### config.mk
export PLATFORM = sky130hd
export DESIGN_NAME = led_serial_out_flat
export DESIGN_NICKNAME = d
export VERILOG_FILES = /design/src/rtl/lamp_pkg.sv /design/src/rtl/led_serial_out_if.sv /design/src/rtl/tick_gen.sv /design/src/rtl/led_serial_out.sv /design/src/flat_wrapper.sv
export SDC_FILE = /design/constraint.sdc
export NUM_CORES = 1
export LEC_CHECK = 0
export CORE_MARGIN = 3
export CORE_UTILIZATION = 55
export CTS_BUF_LIST = sky130_fd_sc_hd__clkbuf_8 sky130_fd_sc_hd__clkbuf_16
export DETAILED_ROUTE_END_ITERATION = 7
export PLACE_DENSITY = 0.89
export SKIP_CTS_REPAIR_TIMING = 1
export SLEW_MARGIN = 40
export SYNTH_ARGS = -nofsm -noshare
export SYNTH_HDL_FRONTEND = slang
export SYNTH_HIERARCHICAL = 1
export SYNTH_SLANG_ARGS = --single-unit
### constraint.sdc
create_clock -name i_clk -period 13 [get_ports i_clk]
set_input_delay 1.95 -clock i_clk [delete_from_list [all_inputs] [get_ports i_clk]]
set_output_delay 1.95 -clock i_clk [all_outputs]
set_load 0.01 [all_outputs]
### src/rtl/lamp_pkg.sv
// Shared lamp definitions: serializer state encoding and the default driver-chain geometry.
package lamp_pkg;

  typedef enum logic [1:0] {
    IDLE,
    SHIFT_LO,
    SHIFT_HI,
    LATCH
  } state_e;

  localparam int unsigned c_chan_dflt = 12;
  localparam int unsigned c_bits_dflt = 16;

  // Counter width that stays at least one bit for degenerate ranges.
  function automatic int unsigned clog2_min1(input int unsigned v);
    return (v > 1) ? $clog2(v) : 1;
  endfunction

endpackage

### src/rtl/led_serial_out_if.sv
// Frame handshake between a frame source (master) and the LED serializer (slave).
interface led_serial_out_if #(
  parameter int unsigned c_width = 192
);
  logic [c_width-1:0] i_data;
  logic               i_valid;
  logic               o_ready;
  logic               o_done;

  modport master (output i_data, output i_valid, input o_ready, input o_done);
  modport slave  (input i_data, input i_valid, output o_ready, output o_done);
endinterface

### src/rtl/tick_gen.sv
// Free-running c_div cycle counter with a phase-end strobe; restart forces a fresh phase.
module tick_gen
  import lamp_pkg::*;
#(
  parameter int unsigned c_div = 1
) (
  input  logic i_clk,
  input  logic i_rst,
  input  logic i_restart,
  output logic o_tick
);
  localparam int unsigned     c_w    = clog2_min1(c_div);
  localparam logic [c_w-1:0]  c_last = c_w'(c_div - 1);

  logic [c_w-1:0] cnt_q, cnt_d;

  always_comb begin
    cnt_d = cnt_q + c_w'(1);
    if (i_restart || (cnt_q == c_last)) cnt_d = '0;
  end

  always_ff @(posedge i_clk or posedge i_rst) begin
    if (i_rst) cnt_q <= '0;
    else       cnt_q <= cnt_d;
  end

  assign o_tick = (cnt_q == c_last);
endmodule

### src/rtl/led_serial_out.sv
// Serial LED-driver output engine: shifts one parallel frame out MSB-first on o_clk/o_dai,
// then pulses o_lat for c_lat cycles and flags o_done.
module led_serial_out
  import lamp_pkg::*;
#(
  parameter int unsigned c_chan = c_chan_dflt,
  parameter int unsigned c_bits = c_bits_dflt,
  parameter int unsigned c_div  = 1,
  parameter int unsigned c_lat  = 4
) (
  input  logic                i_clk,
  input  logic                i_rst,
  led_serial_out_if.slave     frame,
  output logic                o_clk,
  output logic                o_dai,
  output logic                o_lat
);
  localparam int unsigned      c_n        = c_chan * c_bits;
  localparam int unsigned      c_bw       = clog2_min1(c_n);
  localparam int unsigned      c_lw       = clog2_min1(c_lat);
  localparam logic [c_bw-1:0]  c_last_bit = c_bw'(c_n - 1);
  localparam logic [c_lw-1:0]  c_last_lat = c_lw'(c_lat - 1);

  state_e          state_q, state_d;
  logic [c_n-1:0]  sreg_q, sreg_d;
  logic [c_bw-1:0] bit_cnt_q, bit_cnt_d;
  logic [c_lw-1:0] lat_cnt_q, lat_cnt_d;
  logic            clk_q, clk_d;
  logic            dai_q, dai_d;
  logic            lat_q, lat_d;
  logic            ready_q, ready_d;
  logic            done_q, done_d;
  logic            accept;
  logic            tick;

  assign accept = (state_q == IDLE) && frame.i_valid;

  tick_gen #(.c_div(c_div)) u_tick (
    .i_clk     (i_clk),
    .i_rst     (i_rst),
    .i_restart (accept),
    .o_tick    (tick)
  );

  always_comb begin
    state_d   = state_q;
    sreg_d    = sreg_q;
    bit_cnt_d = bit_cnt_q;
    lat_cnt_d = lat_cnt_q;
    done_d    = 1'b0;
    case (state_q)
      IDLE: begin
        if (frame.i_valid) begin
          sreg_d    = frame.i_data;
          bit_cnt_d = '0;
          state_d   = SHIFT_LO;
        end
      end
      SHIFT_LO: begin
        if (tick) state_d = SHIFT_HI;
      end
      SHIFT_HI: begin
        if (tick) begin
          if (bit_cnt_q == c_last_bit) begin
            lat_cnt_d = '0;
            state_d   = LATCH;
          end else begin
            sreg_d    = sreg_q << 1;
            bit_cnt_d = bit_cnt_q + c_bw'(1);
            state_d   = SHIFT_LO;
          end
        end
      end
      LATCH: begin
        if (lat_cnt_q == c_last_lat) begin
          done_d  = 1'b1;
          state_d = IDLE;
        end else begin
          lat_cnt_d = lat_cnt_q + c_lw'(1);
        end
      end
      default: state_d = IDLE;
    endcase

    // Outputs are decoded from the next state so every pin comes straight from a flop.
    clk_d   = (state_d == SHIFT_HI);
    dai_d   = ((state_d == SHIFT_LO) || (state_d == SHIFT_HI)) && sreg_d[c_n-1];
    lat_d   = (state_d == LATCH);
    ready_d = (state_d == IDLE);
  end

  always_ff @(posedge i_clk or posedge i_rst) begin
    if (i_rst) begin
      state_q   <= IDLE;
      sreg_q    <= '0;
      bit_cnt_q <= '0;
      lat_cnt_q <= '0;
      clk_q     <= 1'b0;
      dai_q     <= 1'b0;
      lat_q     <= 1'b0;
      ready_q   <= 1'b1;
      done_q    <= 1'b0;
    end else begin
      state_q   <= state_d;
      sreg_q    <= sreg_d;
      bit_cnt_q <= bit_cnt_d;
      lat_cnt_q <= lat_cnt_d;
      clk_q     <= clk_d;
      dai_q     <= dai_d;
      lat_q     <= lat_d;
      ready_q   <= ready_d;
      done_q    <= done_d;
    end
  end

  assign o_clk         = clk_q;
  assign o_dai         = dai_q;
  assign o_lat         = lat_q;
  assign frame.o_ready = ready_q;
  assign frame.o_done  = done_q;
endmodule
### src/flat_wrapper.sv
// flat-port wrapper written by rule: the top's interface ports become plain ports
module led_serial_out_flat import lamp_pkg::*;
#(
  parameter int unsigned c_chan = c_chan_dflt,
  parameter int unsigned c_bits = c_bits_dflt,
  parameter int unsigned c_div  = 1,
  parameter int unsigned c_lat  = 4
)
  (i_clk, i_rst, o_clk, o_dai, o_lat, frame_i_data, frame_i_valid, frame_o_ready, frame_o_done);
  led_serial_out_if frame_i ();
  input  logic i_clk;
  input  logic i_rst;
  output logic o_clk;
  output logic o_dai;
  output logic o_lat;
  input wire logic [$bits(frame_i.i_data)-1:0] frame_i_data;
  input wire logic [$bits(frame_i.i_valid)-1:0] frame_i_valid;
  output wire logic [$bits(frame_i.o_ready)-1:0] frame_o_ready;
  output wire logic [$bits(frame_i.o_done)-1:0] frame_o_done;
  assign frame_i.i_data = frame_i_data;
  assign frame_i.i_valid = frame_i_valid;
  assign frame_o_ready = frame_i.o_ready;
  assign frame_o_done = frame_i.o_done;
  led_serial_out #(.c_chan(c_chan), .c_bits(c_bits), .c_div(c_div), .c_lat(c_lat)) u_core (.i_clk(i_clk), .i_rst(i_rst), .frame(frame_i), .o_clk(o_clk), .o_dai(o_dai), .o_lat(o_lat));
endmodule
# After elaboration in Yosys (flattened, before gate mapping)
# Cells that the tools add are included.
[word_totals]
reg_bits = 210
output_inout_bits = 5
input_bits = 195
[classes]
add_sub_neg = 3
n_bitwise = 1
mux = 21
eq_ne = 13
reduce_logical = 10
[ops]
columns = ["cell", "count"]
rows = [
  ["2-to-1 mux 192 bit", 3],
  ["case mux 192 bit (2 select lines)", 1],
  ["2-to-1 mux 8 bit", 3],
  ["2-to-1 mux 2 bit", 8],
  ["case mux 8 bit (2 select lines)", 1],
  ["== test 2 bit (second input constant)", 5],
  ["adder 8 x 1 -> 8 bit (second input constant)", 1],
  ["== test 8 bit (second input constant)", 1],
  ["!= test 2 bit (second input constant)", 4],
  ["case mux 2 bit (4 select lines)", 1],
  ["AND reduction 4 bit", 2],
  ["== test 2 x 1 -> 1 bit (second input constant)", 2],
  ["logical NOT 2 bit", 2],
  ["case mux 2 bit (2 select lines)", 1],
  ["nonzero test 2 bit", 2],
  ["2-to-1 mux 1 bit", 3],
  ["adder 2 x 1 -> 2 bit (second input constant)", 1],
  ["logical AND 1 bit", 2],
  ["logical OR 1 bit", 2],
  ["!= test 2 x 1 -> 1 bit (second input constant)", 1],
  ["adder 1 bit (second input constant)", 1],
  ["NOT 1 bit", 1],
]

# Depth between registers and ports, before layout
# Gate-level depths: netlist of run 1.
[depth]
word_depth = 7
mapped_depth = 8
depth_no_buf = 6

# Modules after synthesis
# Netlist of run 1, hierarchy kept.
[by_module_without_submodules]
columns = ["mod", "n_inst", "area_per_inst_um2", "cells_each", "seq_area_each_um2"]
rows = [
  ["led_serial_out", 1, 9091.2, 727, 5231.3],
  ["tick_gen", 1, 36.3, 4, 25.0],
]

# Worst setup path before layout of run 1
# Ideal clock, no wire load.
[synth_path]
kind = "in2reg"
from = "input frame_i_valid"
to = "register u_core.sreg_q[100]"
t_required_ns = 12.936
setup_ns = 0.064
path_slack_ns = 9.959
path_stages = 6
arrival_time_ns = 2.977
path_buffers = 2
cell_sequence = "nand3_2 inv_2 clkbuf_1 clkbuf_1 a22o_1 a21o_1"
[synth_via]
elab_chain_len = 2
[synth_lines]
columns = ["item", "line_no", "rtl"]
rows = [
  ["from (decl)", "flat_wrapper.sv:17", "input wire logic [$bits(frame_i.i_valid)-1:0] frame_i_valid;"],
  ["!= test 2 bit (no line)", "n/a", ""],
  ["AND reduction 4 bit (no line)", "n/a", ""],
  ["to (signal assigned)", "led_serial_out.sv:105", "sreg_q <= sreg_d;"],
  ["to (decl)", "led_serial_out.sv:25", "logic [c_n-1:0] sreg_q, sreg_d;"],
]
# No other way between the ends.
# A chain may end at the register's enable or synchronous reset.

# Final worst setup path of run 1
[layout_path]
from = "input frame_i_valid"
to = "register u_core.sreg_q[39]"
# Same word-level chain as after synthesis.

==> summary.md, run 1 <==
The synthesized design spends more area on one cell type than any other, namely sky130_fd_sc_hd__dfrtp_1. Setup repair after global routing left no endpoint under its margin. The number of warnings issued by yosys came out at 6.

The die is 135 microns wide. TritonCTS built the clock tree. After the first detailed-routing iteration, the DRC count stood at 495. In this run the critical register-to-register path is launched from u_core/bit_cnt_q[0]. For this run, design rule violations remaining after detail routing come to 0. Setup slack closes at 8.90 ns. In this run the worst setup path begins at frame_i_valid.

The clock reaches the later pin of the worst-skew pair after 0.49 ns. Counting tap cells, the placed design contains a total of 1086 instances. The die covers 18200 sq um. Final RePlAce weighted congestion: 0.796. The total nets after synthesis came out at 931.

The detailed router put a total of 9200 microns of wire on met1. Prior to clock tree synthesis, the placed netlist has a worst setup slack of 7.73 ns. The transition at the pin with the smallest max-transition slack is 0.781 ns. Number of H-tree branching levels: 1. Summing all non-filler instances in the final layout gives an area of 12000 sq um.

The worst setup path is launched from a primary input. The clock passes through at most 3 buffers. The logs give 5 for the number of detailed-route iterations in the first pass and 0 for the hold violation total from the final report. The tools report the initial antenna violation count as 1. Along the worst path, the maximum fanout reaches 93. The residual antenna-violating net count after detailed routing was 0; the pin count of the biggest net entering global routing was 127. Averaged over all synthesized cells, the footprint is 12.5 sq um. Adding up every negative setup slack in the final design gives 0 ns.

The share of Yosys cell area claimed by the top area cell type came out at 0.573. The initial core utilization was 0.568; the share of final-layout standard cells stronger than drive strength 1 was 0.0593. The uppermost layer routed was met5.

The kind of critical path is in2reg. The flow ran to the end, and the final reports show no timing, DRC or antenna violations. The timing-limited maximum frequency was 0.244 GHz. The global router's overall resource usage was 0.230. The run gives 0.576 as the sequential share of the synthesized area. The tools report the total of max-cap violations as 0.

The number of cells traversed by the worst register-to-register path was 7; the netlist area before placement was 9130 sq um. The tools report the kind of capture point of the worst setup path as a register. The logs give 0 for the final count of pins violating max slew and 4.51 ns for the arrival time at the worst endpoint.

The via count of the first global-routing pass is 6834. In the final routed layout, each cell accounts on average for 19.0 microns. The time the worst path needs with I/O delays and setup is 4.10 ns, and the count of filler cells inserted in the layout is 1054. The first global-routing pass estimated 34300 microns of wire. After detailed routing, the met2 layer carries 10400 microns of wire. At the worst endpoint, the required time is 13.42 ns. Global routing finished with a remaining overflow of 0. Instance count along the most critical hold path: 1.

The final critical-path share of the clock period works out to 0.315. Most used flip-flop cell after synthesis: sky130_fd_sc_hd__dfrtp_1. The number of flip-flops and latches in the synthesized netlist works out to 210. The highest ir drop seen on vdd came out at 0.117 mV. Leakage power: 6.35 nW. The number of buffers created by CTS came out at 22.

The wire-length estimate of the detail-placed layout is 13000 microns. The logs give 46 for the number of placement rows and 21400 microns for the routed wire length. The worst hold slack is 0.475 ns, and the overall power after layout is 2.61 mW. The total power per unit cell area was 217 nW/um^2; the count of endpoints failing setup in the final report was 0. The run gives 0.479 as the relative slew slack. Sorting the synthesized cells by area gives the leading types as sky130_fd_sc_hd__dfrtp_1, sky130_fd_sc_hd__a22o_1, sky130_fd_sc_hd__a21o_1, sky130_fd_sc_hd__buf_2, sky130_fd_sc_hd__clkbuf_1.

Cell area after placement: 11200 sq um. In this run the most critical hold path is launched from u_core/sreg_q[187]. The count of input and output buffers was 199. Excluding fillers, the count of instances in the completed layout stands at 1127. The share of flip-flops with an asynchronous set or reset after synthesis came out at 1.00. The commonest cells after synthesis are sky130_fd_sc_hd__dfrtp_1, sky130_fd_sc_hd__a21o_1, sky130_fd_sc_hd__a22o_1. The clock-pin slew on the worst setup and hold paths is 0.06 ns, and the number of vias after detailed routing is 6821.

In this run the worst hold path is classified as reg2reg. The signed area change from the synthesized netlist to the final layout was 31.4%; the area of the core was 16100 sq um. Antenna diode count: 0.

In the post-synthesis netlist, the cell with the most instances is sky130_fd_sc_hd__dfrtp_1. The tree is rooted in a sky130_fd_sc_hd__clkbuf_16. The clock net in this run drives a total of 210 sinks. The ratio of routed vias to standard cells works out to 6.05. The sink of the worst hold path is u_core/sreg_q[187].

The die outline height is 135 microns. The run gives 10.13 ns as the slack of the worst reg-to-reg path. Setup skew after layout: 0.00982 ns. Synthesis instantiated 37 different standard cells from the library.

The final core utilization is 0.747. The cell count after synthesis came out at 731. Detailed routing placed a total of 1320 microns of wire on met3. The reg-to-reg endpoint is u_core/sreg_q[144].

During I/O placement, the number of pins put on the boundary was 200. The run gives 1095 as the number of nets in the finished design. Number of flops mapped to enable cells by yosys: 0.
-- logic make-up after synthesis --
| logic type | count (synthesis) | synth area share |
|---|---|---|
| AO/OA/AOI/OAI | 407 | 0.357 |
| multiplexers | 2 | 0.00219 |
| adder cells (fa/ha/maj) | 5 | 0.00685 |
| AND/OR/NAND/NOR | 31 | 0.0191 |
| flip-flops | 210 | 0.576 |
| other | 1 | 0.000411 |
| buffers and inverters | 75 | 0.0382 |
-- how the worst max path moves through the flow --
stage,endpoint,slack [ns]
2_1_floorplan,u_core/bit_cnt_q[0],5.34
3_3_place_gp,u_core/sreg_q[44],7.77
3_5_place_dp,u_core/sreg_q[53],7.73
4_1_cts,u_core/sreg_q[39],8.20
5_1_grt,u_core/sreg_q[39],8.71
6_report,u_core/sreg_q[39],8.90
-- placed cells by master, fill, tap and decap left out, drive strengths merged, types with 2 or more instances in the layout --
cell type and instances:
a21o 192, a21oi 11, a22o 191, and3 3, buf 6, bufinv 4
clkbuf 29, clkdlybuf4s50 199, clkinv 6, dfrtp 209, ha 5, inv 11
mux2i 2, nand2 10, nand3 6, nand4 2, o21ai 5, o31ai 2
or4 3
-- where the power goes --
group / total [mW] / internal, mW / switching [mW]
Combinational: 0.806 / 0.434 / 0.372
Clock: 0.676 / 0.428 / 0.248
Sequential: 1.12 / 0.952 / 0.172
-- area by class of cell --
| class | instances | area (sq um) | share of cell area |
|---|---|---|---|
| multi-input combinational | 446 | 3530 | 0.295 |
| clock buffer | 28 | 644 | 0.0537 |
| clock inverter | 12 | 158 | 0.0131 |
| inverter | 9 | 51.3 | 0.00428 |
| sequential | 210 | 5260 | 0.438 |
| timing repair buffer | 206 | 2080 | 0.173 |
| tap | 216 | 270 | 0.0225 |
-- registers in the layout (all words and copies together), names as in the netlist --
register,cells
u_core/sreg_q,192
u_core/bit_cnt_q,8
u_core/lat_cnt_q,2
u_core/state_q,2
u_core/frame.o_done,1
u_core/frame.o_ready,1
u_core/o_clk,1
u_core/o_dai,1
u_core/o_lat,1
u_core/u_tick/cnt_q,1
-- worst max-delay path, cell delays in order --
cell and delay, ns:
sky130_fd_sc_hd__clkdlybuf4s50_1 0.45, sky130_fd_sc_hd__nand3_2 0.19, sky130_fd_sc_hd__inv_6 0.23, sky130_fd_sc_hd__nor2_4 0.53, sky130_fd_sc_hd__buf_4 0.35, sky130_fd_sc_hd__buf_6 0.50, sky130_fd_sc_hd__a21o_1 0.23
-- routing by layer --
metal	vias up	global-route usage
met3	37	0.0391
met4	2	0.0577
met2	227	0.367
met5	-	0
met1	3438	0.332
li1	3117	-
Power figures use the tool's default switching activity.
==> run 2, diff against run 1 <==
--- a/config.mk
+++ b/config.mk
@@ -6,10 +6,10 @@
 export NUM_CORES = 1
 export LEC_CHECK = 0
 export CORE_MARGIN = 3
-export CORE_UTILIZATION = 55
+export CORE_UTILIZATION = 51
 export CTS_BUF_LIST = sky130_fd_sc_hd__clkbuf_8 sky130_fd_sc_hd__clkbuf_16
 export DETAILED_ROUTE_END_ITERATION = 7
-export PLACE_DENSITY = 0.89
+export PLACE_DENSITY = 0.83
 export SKIP_CTS_REPAIR_TIMING = 1
 export SLEW_MARGIN = 40
 export SYNTH_ARGS = -nofsm -noshare
==> constraint.sdc (replaced) <==
create_clock -name i_clk -period 3.9 [get_ports i_clk]
set_input_delay 0.585 -clock i_clk [delete_from_list [all_inputs] [get_ports i_clk]]
set_output_delay 0.585 -clock i_clk [all_outputs]
set_load 0.01 [all_outputs]
==> summary.md, run 2 (synthesized netlist as in run 1, its figures left out) <==
The run gives 0 (unchanged) as the count of endpoints failing setup in the final report. The initial core utilization was 0.524 (-0.0443); the final critical-path share of the clock period was 0.646. The number of buffers on the longest clock path is 3 (unchanged). Setup repair after global routing left no endpoint under its margin.

The number of sinks driven by the clock tree came out at 210 (unchanged). Leaving out fill and tap cells, the most frequent cell in the layout is sky130_fd_sc_hd__dfrtp_1. For the top-level port count, the log shows 200 (unchanged). The worst path buffer plus inverter count was 2 (-2); the antenna diode count was 0 (unchanged). The logs give 0 (-1) for the initial antenna violation count and 1 (unchanged) for the number of H-tree branching levels. The critical path goes through ha_1 -> and4b_1 -> a21oi_4 -> buf_12 -> buf_16 -> nand4_1 -> mux2i_1. The relative slew slack was 0.530 (+0.0508); the ratio of routed vias to standard cells was 5.90 (-2.6%).

The die span in x came out at 140 microns (+3.7%). Flip-flop count of the largest register, all copies and words added: 192 (unchanged). Total power per unit cell area: 711 nW/um^2 (+230%).

The highest ir drop seen on vdd was 0.436 mV (+270%). The hold violation total from the final report was 0 (unchanged); the largest fanout of any net on the critical path was 146 (+57%). The startpoint of the lowest-slack register-to-register path is u_core/bit_cnt_q[0]. TritonCTS built the clock tree.

The tools report the area of the core as 17400 sq um (+8.5%). Cell chosen for the clock root: sky130_fd_sc_hd__clkbuf_16. The run gives 0 (unchanged) as the residual antenna-violating net count after detailed routing. The pin count of the biggest net entering global routing was 195 (+54%). The instance count on the critical path is 7 (unchanged), and the source-to-sink clock delay at the later pin of the worst-skew pair is 0.49 ns (about the same).

The tools report the number of buffers created by CTS as 22 (unchanged). Counting I/O delays and the setup requirement, the final critical path takes 2.52 ns. The final RePlAce weighted congestion is 0.780 (-2.1%). The critical path starts at u_core/bit_cnt_q[0]. The number of cells traversed by the worst register-to-register path was 7 (unchanged); the post-DP HPWL was 12600 microns (-3.4%).

Relative to the synthesized area, the layout overhead comes to 31.8%. The number of detailed-route iterations in the first pass is 5 (unchanged), and the timing-limited maximum frequency is 0.397 GHz. The largest registers in the layout are u_core/sreg_q (192), u_core/bit_cnt_q (8). The share of final-layout standard cells stronger than drive strength 1 was 0.0593 (unchanged); the routed wirelength normalized by instance count was 18.4 microns (-3.2%).

The required time reported for the critical path endpoint is 4.28 ns (-9.14 ns). The library cells used most frequently in the layout, excluding fill and tap cells, are sky130_fd_sc_hd__dfrtp_1, sky130_fd_sc_hd__clkdlybuf4s50_1, sky130_fd_sc_hd__a21o_1. The logs give 2.90 ns (-1.61 ns) for the arrival time at the worst endpoint and 0 (unchanged) for the global-route congestion overflow total. The count of input and output buffers works out to 199 (unchanged). The first-pass GRT wire length was 33900 microns (-1.2%). The final count of pins violating max slew came out at 0 (unchanged). The final core utilization is 0.691 (-0.0560). The count of unresolved DRC violations after routing is 0 (unchanged). For the setup total negative slack, the log shows 0 ns (unchanged). The via count of the first global-routing pass is 6761 (-1.1%), and the number of placement rows is 48 (+4.3%). The routed wire length came out at 20900 microns (-2.4%). The clock-pin slew on the worst setup and hold paths came out at 0.06 ns (about the same). The first-iteration detailed-routing DRC count is 514 (+3.8%), and the floorplan die area is 19500 sq um (+7.5%). The biggest cell delay along the critical path works out to 0.44 ns (-0.09 ns).

Broken down by cell family, the worst path's largest delay share belongs to buffers and inverters. The transition at the pin with the smallest max-transition slack was 0.704 ns (-0.0777 ns). The die outline height was 140 microns (+3.7%); the number of vias after detailed routing was 6700 (-1.8%). The worst setup path is of the reg2reg kind. The top register by number of flip-flops was u_core/sreg_q. The leakage power is 6.36 nW (about the same), and the setup skew after layout is 0.0101 ns (+0.000322 ns). The worst setup path is launched from a register. Global router's overall resource usage: 0.206 (-0.0236). The kind of capture point of the worst setup path is a register. For the number of nets in the finished design, the log shows 1097 (+0.18%). The class of the worst hold path was in2async. The run finished with clean final reports. The tools report the total of max-cap violations as 0 (unchanged).

The slowest stage of the critical path belongs to the cell sky130_fd_sc_hd__buf_16.
## run 2: final cells by class
type / count / area, sq um
clock buffer: 29 / 658
timing repair buffer: 208 / 2170
fill: 1297 / 5380
clock inverter: 9 / 92.6
multi-input combinational: 446 / 3530
inverter: 9 / 42.5
sequential: 210 / 5260
tap: 225 / 282
## run 2: per-layer routing
| layer | wire [microns] | track usage | up-vias | share of wire |
|---|---|---|---|---|
| li1 | - | - | 3119 | - |
| met2 | 9950 | 0.335 | 191 | 0.48 |
| met3 | 1410 | 0.0419 | 28 | 0.068 |
| met5 | 0 | 0 | - | 0 |
| met4 | 358 | 0.0469 | 0 | 0.017 |
| met1 | 9160 | 0.290 | 3362 | 0.44 |
## run 2: path summary, 6_finish.rpt
check | to | slack (ns)
max | u_core/bit_cnt_q[4] | 1.38
min | u_core/u_tick/cnt_q | 0.30
max reg2reg | u_core/bit_cnt_q[4] | 1.38
min reg2reg | u_core/sreg_q[89] | 0.47
max in group asynchronous | u_core/sreg_q[104] | 2.56
min in group i_clk | u_core/sreg_q[89] | 0.47
## run 2: through the flow
stage	instances	hold WS (ns)	worst slack, ns	power (mW)	area [sq um]
floorplan	731	0.314	0.602	5.70	9130
CTS	1134	0.286	1.54	8.62	12000
detailed placement	1096	0.466	1.14	6.43	11200
global placement	1096	0.459	1.17	6.29	11200
finish	1136	0.304	1.38	8.56	12000
global route	1136	0.303	1.31	9.10	12000
## run 2: power breakdown
| part | switching [mW] | internal [mW] |
|---|---|---|
| combinational | 1.22 | 1.48 |
| sequential | 0.557 | 3.17 |
| clock | 0.816 | 1.31 |
| total | 2.60 | 5.96 |
